### src/rtl/bpsk_nco.sv
// BPSK carrier NCO: phase accumulator with symbol-driven 180-degree inversion and a quarter-wave sine table.
// Latency: 3 advance cycles from phase injection to out_valid with the matching sample.
// Backpressure: the whole pipeline and the accumulator freeze while out_valid is high and out_ready is low.
module bpsk_nco #(
    parameter int DATA_WIDTH     = 12,
    parameter int PHASE_WIDTH    = 24,
    parameter int LUT_ADDR_WIDTH = 6
) (
    input  logic                         clk,
    input  logic                         rst_n,
    input  logic                         enable,
    input  logic [PHASE_WIDTH-1:0]       freq_word,
    input  logic [PHASE_WIDTH-1:0]       phase_offset,
    input  logic                         bpsk_bit,
    input  logic                         bit_strobe,
    input  logic                         out_ready,
    output logic                         out_valid,
    output logic signed [DATA_WIDTH-1:0] sample
);

    localparam int LUT_DEPTH = 1 << LUT_ADDR_WIDTH;
    localparam logic [PHASE_WIDTH-1:0] HALF_TURN = {1'b1, {(PHASE_WIDTH-1){1'b0}}};

    // Quarter-wave sample taken at the centre of each bin, so no entry is zero
    // and the amplitude never reaches the most-negative code.
    function automatic logic signed [DATA_WIDTH-1:0] lut_entry(input int idx);
        real amp;
        real ang;
        amp = real'((1 << (DATA_WIDTH-1)) - 1);
        ang = 3.14159265358979323846 / 2.0 * (real'(idx) + 0.5) / real'(LUT_DEPTH);
        return DATA_WIDTH'($rtoi(amp * $sin(ang) + 0.5));
    endfunction

    logic signed [DATA_WIDTH-1:0] lut [LUT_DEPTH];

    for (genvar g = 0; g < LUT_DEPTH; g++) begin : g_lut
        localparam logic signed [DATA_WIDTH-1:0] ENTRY = lut_entry(g);
        assign lut[g] = ENTRY;
    end

    // State
    logic [PHASE_WIDTH-1:0]       acc_q, acc_d;
    logic                         pending_q, pending_d;
    logic                         sym_q;
    logic [PHASE_WIDTH-1:0]       p_q, p_d;
    logic                         v0_q;
    logic [1:0]                   q_q, q_d;
    logic [LUT_ADDR_WIDTH-1:0]    a_q, a_d;
    logic                         v1_q;
    logic signed [DATA_WIDTH-1:0] sample_q, sample_d;
    logic                         out_valid_q;

    logic                         advance;
    logic                         inject;
    logic [PHASE_WIDTH:0]         acc_sum;
    logic                         wrap;
    logic [LUT_ADDR_WIDTH-1:0]    a_raw;
    logic signed [DATA_WIDTH-1:0] lut_val;

    assign advance = !(out_valid_q && !out_ready);
    assign inject  = advance && enable;

    // Stage-0 phase point, accumulator step and carrier-wrap detection
    always_comb begin
        acc_sum   = {1'b0, acc_q} + {1'b0, freq_word};
        wrap      = acc_sum[PHASE_WIDTH];
        acc_d     = acc_sum[PHASE_WIDTH-1:0];
        // A strobe coinciding with a wrap must be the value applied at that wrap
        pending_d = bit_strobe ? bpsk_bit : pending_q;
        p_d       = acc_q + phase_offset + (sym_q ? HALF_TURN : '0);
    end

    // Stage-1 quadrant split with address mirroring on odd quadrants
    always_comb begin
        q_d   = p_q[PHASE_WIDTH-1:PHASE_WIDTH-2];
        a_raw = p_q[PHASE_WIDTH-3 -: LUT_ADDR_WIDTH];
        a_d   = q_d[0] ? ~a_raw : a_raw;
    end

    // Stage-2 table lookup, negated in the lower half-plane
    always_comb begin
        lut_val  = lut[a_q];
        sample_d = q_q[1] ? -lut_val : lut_val;
    end

    // Symbol capture: pending follows every strobe, sym only switches on a wrap
    always_ff @(posedge clk or negedge rst_n) begin
        if (!rst_n) begin
            pending_q <= 1'b0;
            sym_q     <= 1'b0;
        end else begin
            pending_q <= pending_d;
            if (inject && wrap) begin
                sym_q <= pending_d;
            end
        end
    end

    // Accumulator and stage-0 register, injecting a point or a bubble each advance
    always_ff @(posedge clk or negedge rst_n) begin
        if (!rst_n) begin
            acc_q <= '0;
            p_q   <= '0;
            v0_q  <= 1'b0;
        end else if (advance) begin
            v0_q <= enable;
            if (enable) begin
                acc_q <= acc_d;
                p_q   <= p_d;
            end
        end
    end

    // Stage-1 and stage-2 registers, all frozen together on a stall
    always_ff @(posedge clk or negedge rst_n) begin
        if (!rst_n) begin
            q_q         <= '0;
            a_q         <= '0;
            v1_q        <= 1'b0;
            sample_q    <= '0;
            out_valid_q <= 1'b0;
        end else if (advance) begin
            q_q         <= q_d;
            a_q         <= a_d;
            v1_q        <= v0_q;
            sample_q    <= sample_d;
            out_valid_q <= v1_q;
        end
    end

    assign out_valid = out_valid_q;
    assign sample    = sample_q;

    // Fine phase bits below the table address and the quadrant LSB after mirroring are intentionally dropped
    logic unused_bits;
    assign unused_bits = ^{p_q[PHASE_WIDTH-LUT_ADDR_WIDTH-3:0], q_q[0]};

endmodule

### config.mk
export PLATFORM = sky130hd
export DESIGN_NAME = bpsk_nco
export DESIGN_NICKNAME = d
export VERILOG_FILES = /design/src/rtl/bpsk_nco.sv
export SDC_FILE = /design/constraint.sdc
export NUM_CORES = 1
export LEC_CHECK = 0
export ABC_AREA = 1
export CAP_MARGIN = 10
export CORE_MARGIN = 4
export CORE_UTILIZATION = 25
export DETAILED_ROUTE_END_ITERATION = 10
export PLACE_DENSITY_LB_ADDON = 0.15
export SKIP_LAST_GASP = 1
export SYNTH_ARGS = -nofsm -noshare
export SYNTH_HDL_FRONTEND = slang
export SYNTH_SLANG_ARGS = --single-unit
### constraint.sdc
create_clock -name clk -period 7 [get_ports clk]
set_input_delay 1.4 -clock clk [delete_from_list [all_inputs] [get_ports clk]]
set_output_delay 1.4 -clock clk [all_outputs]
set_load 0.05 [all_outputs]
=== Word level (Yosys, flattened, before mapping) ===
Memories as Yosys holds them, arrays and structs flattened.
Cells that the tools add are included.

* Order comparisons: 1
* Reduce and logical (&&, ||, !) cells: 6
* Muxes and demuxes: 6
* Bitwise operators: 3
* Add/sub/neg operators: 4

{| class="wikitable"
|+ Operator list
! operator !! count
|-
| 24-bit adder || 2
|-
| 12-bit 2-to-1 mux || 3
|-
| 24-bit by 24-bit adder with 25-bit output || 1
|-
| 24-bit 2-to-1 mux || 1
|-
| 12-bit negation || 1
|-
| 7-bit >= comparator (second input constant) || 1
|-
| 6-bit inverter with 7-bit output || 1
|-
| 6-bit 2-to-1 mux || 1
|-
| 6-bit inverter || 1
|-
| 1-bit logical AND || 3
|-
| 1-bit zero test || 2
|-
| 2-bit AND reduction || 1
|-
| 1-bit 2-to-1 mux || 1
|-
| 1-bit inverter || 1
|}

* Bits in registers: 73
* ROM bits: 768
* Memories: 1
* Input port bits: 54

{| class="wikitable"
|+ Memory list
! name !! depth !! width !! read ports !! clocked after Yosys merged registers in !! write ports !! line !! RTL
|-
| (name not given) || 64 || 12 || 1 || 0 || 0 || 82 || <nowiki>lut_val = lut[a_q];</nowiki>
|}

=== Longest topological paths before layout ===
* Depth in word-level cells: 6
* Mapped depth: 19
* Mapped depth without buffers: 19

=== Worst setup path before layout ===
No wires, ideal clock.

* Kind: input to register
* Start: input phase_offset[15]
* End: register p_q[20]
* Setup slack: 3.921 ns
* Required time: 6.882 ns
* Data arrival time: 2.961 ns
* Setup time: 0.118 ns
* Stages: 9
* Path through: ha_1 ha_1 a21oi_1 o21ai_0 a211oi_1 nand3_1 or2_2 nand3_1 nand2_1

* Longest elaborated chain between the ends: 2

{| class="wikitable"
|+ Ends and longest elaborated chain
! element !! line !! RTL
|-
| start: declaration || 13 || <nowiki>input logic [PHASE_WIDTH-1:0] phase_offset,</nowiki>
|-
| 24-bit adder (2 in series) || 70 || <nowiki>p_d = acc_q + phase_offset + (sym_q ? HALF_TURN : '0);</nowiki>
|-
| end signal: assignment || 109 || <nowiki>p_q <= p_d;</nowiki>
|-
| end: declaration || 45 || <nowiki>logic [PHASE_WIDTH-1:0] p_q, p_d;</nowiki>
|}

No other way between the ends.
A chain may end at the register's enable or synchronous reset.

=== Final worst setup path ===
* Start: input out_ready
* End: register p_q[18]

* Longest elaborated chain between the ends: 4

{| class="wikitable"
|+ Ends and longest elaborated chain
! element !! line !! RTL
|-
| start: declaration || 16 || <nowiki>input logic out_ready,</nowiki>
|-
| 1-bit zero test || 60 || <nowiki>assign advance = !(out_valid_q && !out_ready);</nowiki>
|-
| 1-bit logical AND || 60 ||
|-
| 1-bit inverter (no source line) || - ||
|-
| 2-bit AND reduction (no source line) || - ||
|}

No other way between the ends.

==> flow_summary.toml <==
[place]
dp.cells = 1299
io_buffers = 66
dp_slack_ns = 2.64
place_hpwl_um = 14600
gp_congestion = 0.856

[synth]
synth_top_area_share_pct = 22.5
ys_ff_latch = 56
yosys_warnings = 0
synth_cell_type_count = 44
synth-xor-area-share_pct = 3.94
netlist_area_mm2 = 0.00622
synth-adder-area-share_pct = 16.0
syn_nets = 1063
synthArstFlopShare_pct = 100
synth_top_family_by_area = "simple AND/OR/NAND/NOR gates"
synthFlopType = "dfrtp_1"
synth_mux_area_share_pct = 0.181
synth_compound_area_share_pct = 13.3
syn_inst = 930
yosysSeqAreaShare_pct = 22.5
synth-simple-area-share_pct = 36.4
synth_area_per_cell_um2 = 6.69
synth_edf_count = 0
synth_area_leader_cell = "dfrtp_1"
ys_top_cells_by_area = "dfrtp_1 23%, nand2_1 18%, ha_1 16%"

[timing]
slew_headroom_pct = 36.4
worst_slack_ns = 3.03
clock.fmax_mhz = 252
period_needed_ns = 3.97
slew_violations = 0
skew_ns = 0.0102
fin_crit_sh_pct = 56.7
setup_viol = 0
rsz0062_at_grt = "no"
holdWs_ns = 0.457
hold_viol = 0
tightest_slew_ns = 0.953
setup_tns_ns = 0

[clock_tree]
clock_path_buffers = 2
cts_hold_buf = 0
cts_tree = "built"
clk_latency_ns = 0.31
cts_setup_buffers = 0
clk_pin_slew_ns = 0.08
root_buffer = "clkbuf_16"
cts_sinks = 56
cts_buffers = 5
ctsResizeCount = 0
htree_levels = 2

[global_routing]
groute.usage.overall_pct = 13.3
grt_pass1_vias = 6124
antenna_found_initial = 0
grt_first_pass_wirelength_um = 30500
grt-ovfl-total = 0
grt_max_degree = 57

[finish]
areaGrowthSynthToFinish_pct = 17.0
nNetsFinal = 1115
drive_gt1_share_pct = 5.60
diodes = 0
post_layout_nonfiller_instances = 1307

[drt]
drtPass1Iterations = 5
drt_iter0_markers = 269
ant_nets = 0
viasPerCell = 4.68
drt_wl_total_um = 18100
post_drt_wl_per_cell_um = 13.9
drc = 0
via_count = 6113

[min_path]
hold_path_class = "reg -> reg"

[power_and_ir_drop]
p_seq_share_pct = 17.6
p_comb_share_pct = 75.0
p_leak_nw = 3.59
power_switching_mw = 2.13
switching_share_pct = 56.9
p_per_area_mw_per_mm2 = 515
internal_power_mw = 1.61
clkPwrFrac_pct = 7.3
ir_drop_uv = 186

[critical_path]
end_kind = "flop"
criticalPathCategory = "in -> reg"
cp_max_fo = 46
critPathLaunchType = "primary input"
critPathRequiredTime_ns = 7.17
crit_arrival_ns = 4.14
worst-r2r-setup-slack_ns = 3.84

[floorplanning]
io-pin-count = 67
fp-row-count = 57
chipWidth_um = 166
initial_utilization_pct = 25.5
die-area_mm2 = 0.0275
dieHeight_um = 166
core_mm2 = 0.0244

[job]
max-cap-violations = 0

[status]
status = "complete, no violations"
[per-layer routing]
| layer | track usage [%] | part of all wire [%] | wire (µm) |
|---|---|---|---|
| met5 | 0 | 0 | 0 |
| met4 | 3.05 | 1.3 | 235 |
| met3 | 1.76 | 3.4 | 619 |
| met2 | 23.6 | 49 | 8850 |
| met1 | 17.1 | 47 | 8440 |
[through the flow]
| stage | cell area, µm² | utilization, % | power (mW) |
|---|---|---|---|
| floorplan | 6220 | - | 2.83 |
| global placement | 7130 | 29.2 | 3.51 |
| CTS | 7280 | 29.8 | 3.79 |
| finish | 7280 | 29.8 | 3.74 |
| global route | 7280 | 29.8 | 4.19 |
| detailed placement | 7130 | 29.2 | 3.49 |
[cells by family after synthesis]
kind of cell | count (synthesis)
AND/OR/NAND/NOR | 522
AO/OA/AOI/OAI | 146
buffers and inverters | 98
adder cells (fa/ha/maj) | 79
flip-flops | 56
XOR/XNOR | 28
multiplexers | 1
[power groups by stage]
| stage | logic, mW | clock network (mW) | registers (mW) |
|---|---|---|---|
| floorplan | 2.11 | 0 | 0.719 |
| CTS | 2.84 | 0.284 | 0.664 |
| detailed placement | 2.82 | 0 | 0.671 |
| global placement | 2.84 | 0 | 0.672 |
| finish | 2.81 | 0.274 | 0.661 |
| global route | 3.20 | 0.298 | 0.689 |
[synth_stat cells (all sizes together) (2+ instances only)]
master / n
o22ai: 2
inv: 71
nand2: 319
o21ai: 67
nor2: 65
buf: 17
dfrtp: 56
or2: 3
nor4: 2
xor2: 8
nand3: 113
a21oi: 46
a31oi: 7
nand4: 8
a211oi: 5
xnor2: 20
a21o: 10
ha: 78
nor3: 11
o211ai: 2
clkbuf: 9
o21bai: 5
[critical path, stage by stage]
cell and delay [ns]:
clkdlybuf4s50_1 0.42, nor2_2 0.75, inv_2 0.32, nand2_1 0.14
buf_4 0.37, inv_1 0.42, nand3_1 0.20, o21ai_0 0.09
[cell usage in the layout, fill, tap and decap left out, types with 10 or more instances in the layout]
master,count
xnor2_1,20
a21oi_1,45
o21ai_0,57
nand3_1,108
nor2_1,60
dfrtp_1,56
a21o_1,10
nor3_1,11
nand2_1,301
ha_1,78
clkdlybuf4s50_1,65
nand2_2,13
inv_1,66
[final timing paths]
check                          start         to  depth (start not counted)
setup / recovery           out_ready    p_q[18]                          8
hold / removal                  v1_q  out_valid                          2
setup reg to reg              a_q[1]  sample[4]                         15
hold reg to reg                 v1_q  out_valid                          2
max in group asynchronous      rst_n  acc_q[13]                          2
min in group asynchronous      rst_n  sample[0]                          2
[registers in the layout, summed over array words and instances, names as in the netlist]
signal / count
acc_q: 24
sample: 12
p_q: 8
a_q: 6
out_valid: 1
pending_q: 1
q_q: 1
sym_q: 1
v0_q: 1
v1_q: 1
[cell type report]
type	instances	area, µm²
clock buffer	5	125
clock inverter	3	26.3
fill	2750	17100
inverter	72	280
multi-input combinational	776	4350
sequential	56	1400
tap	324	405
timing repair buffer	71	693
No activity file was read; power rests on OpenSTA's default activity.
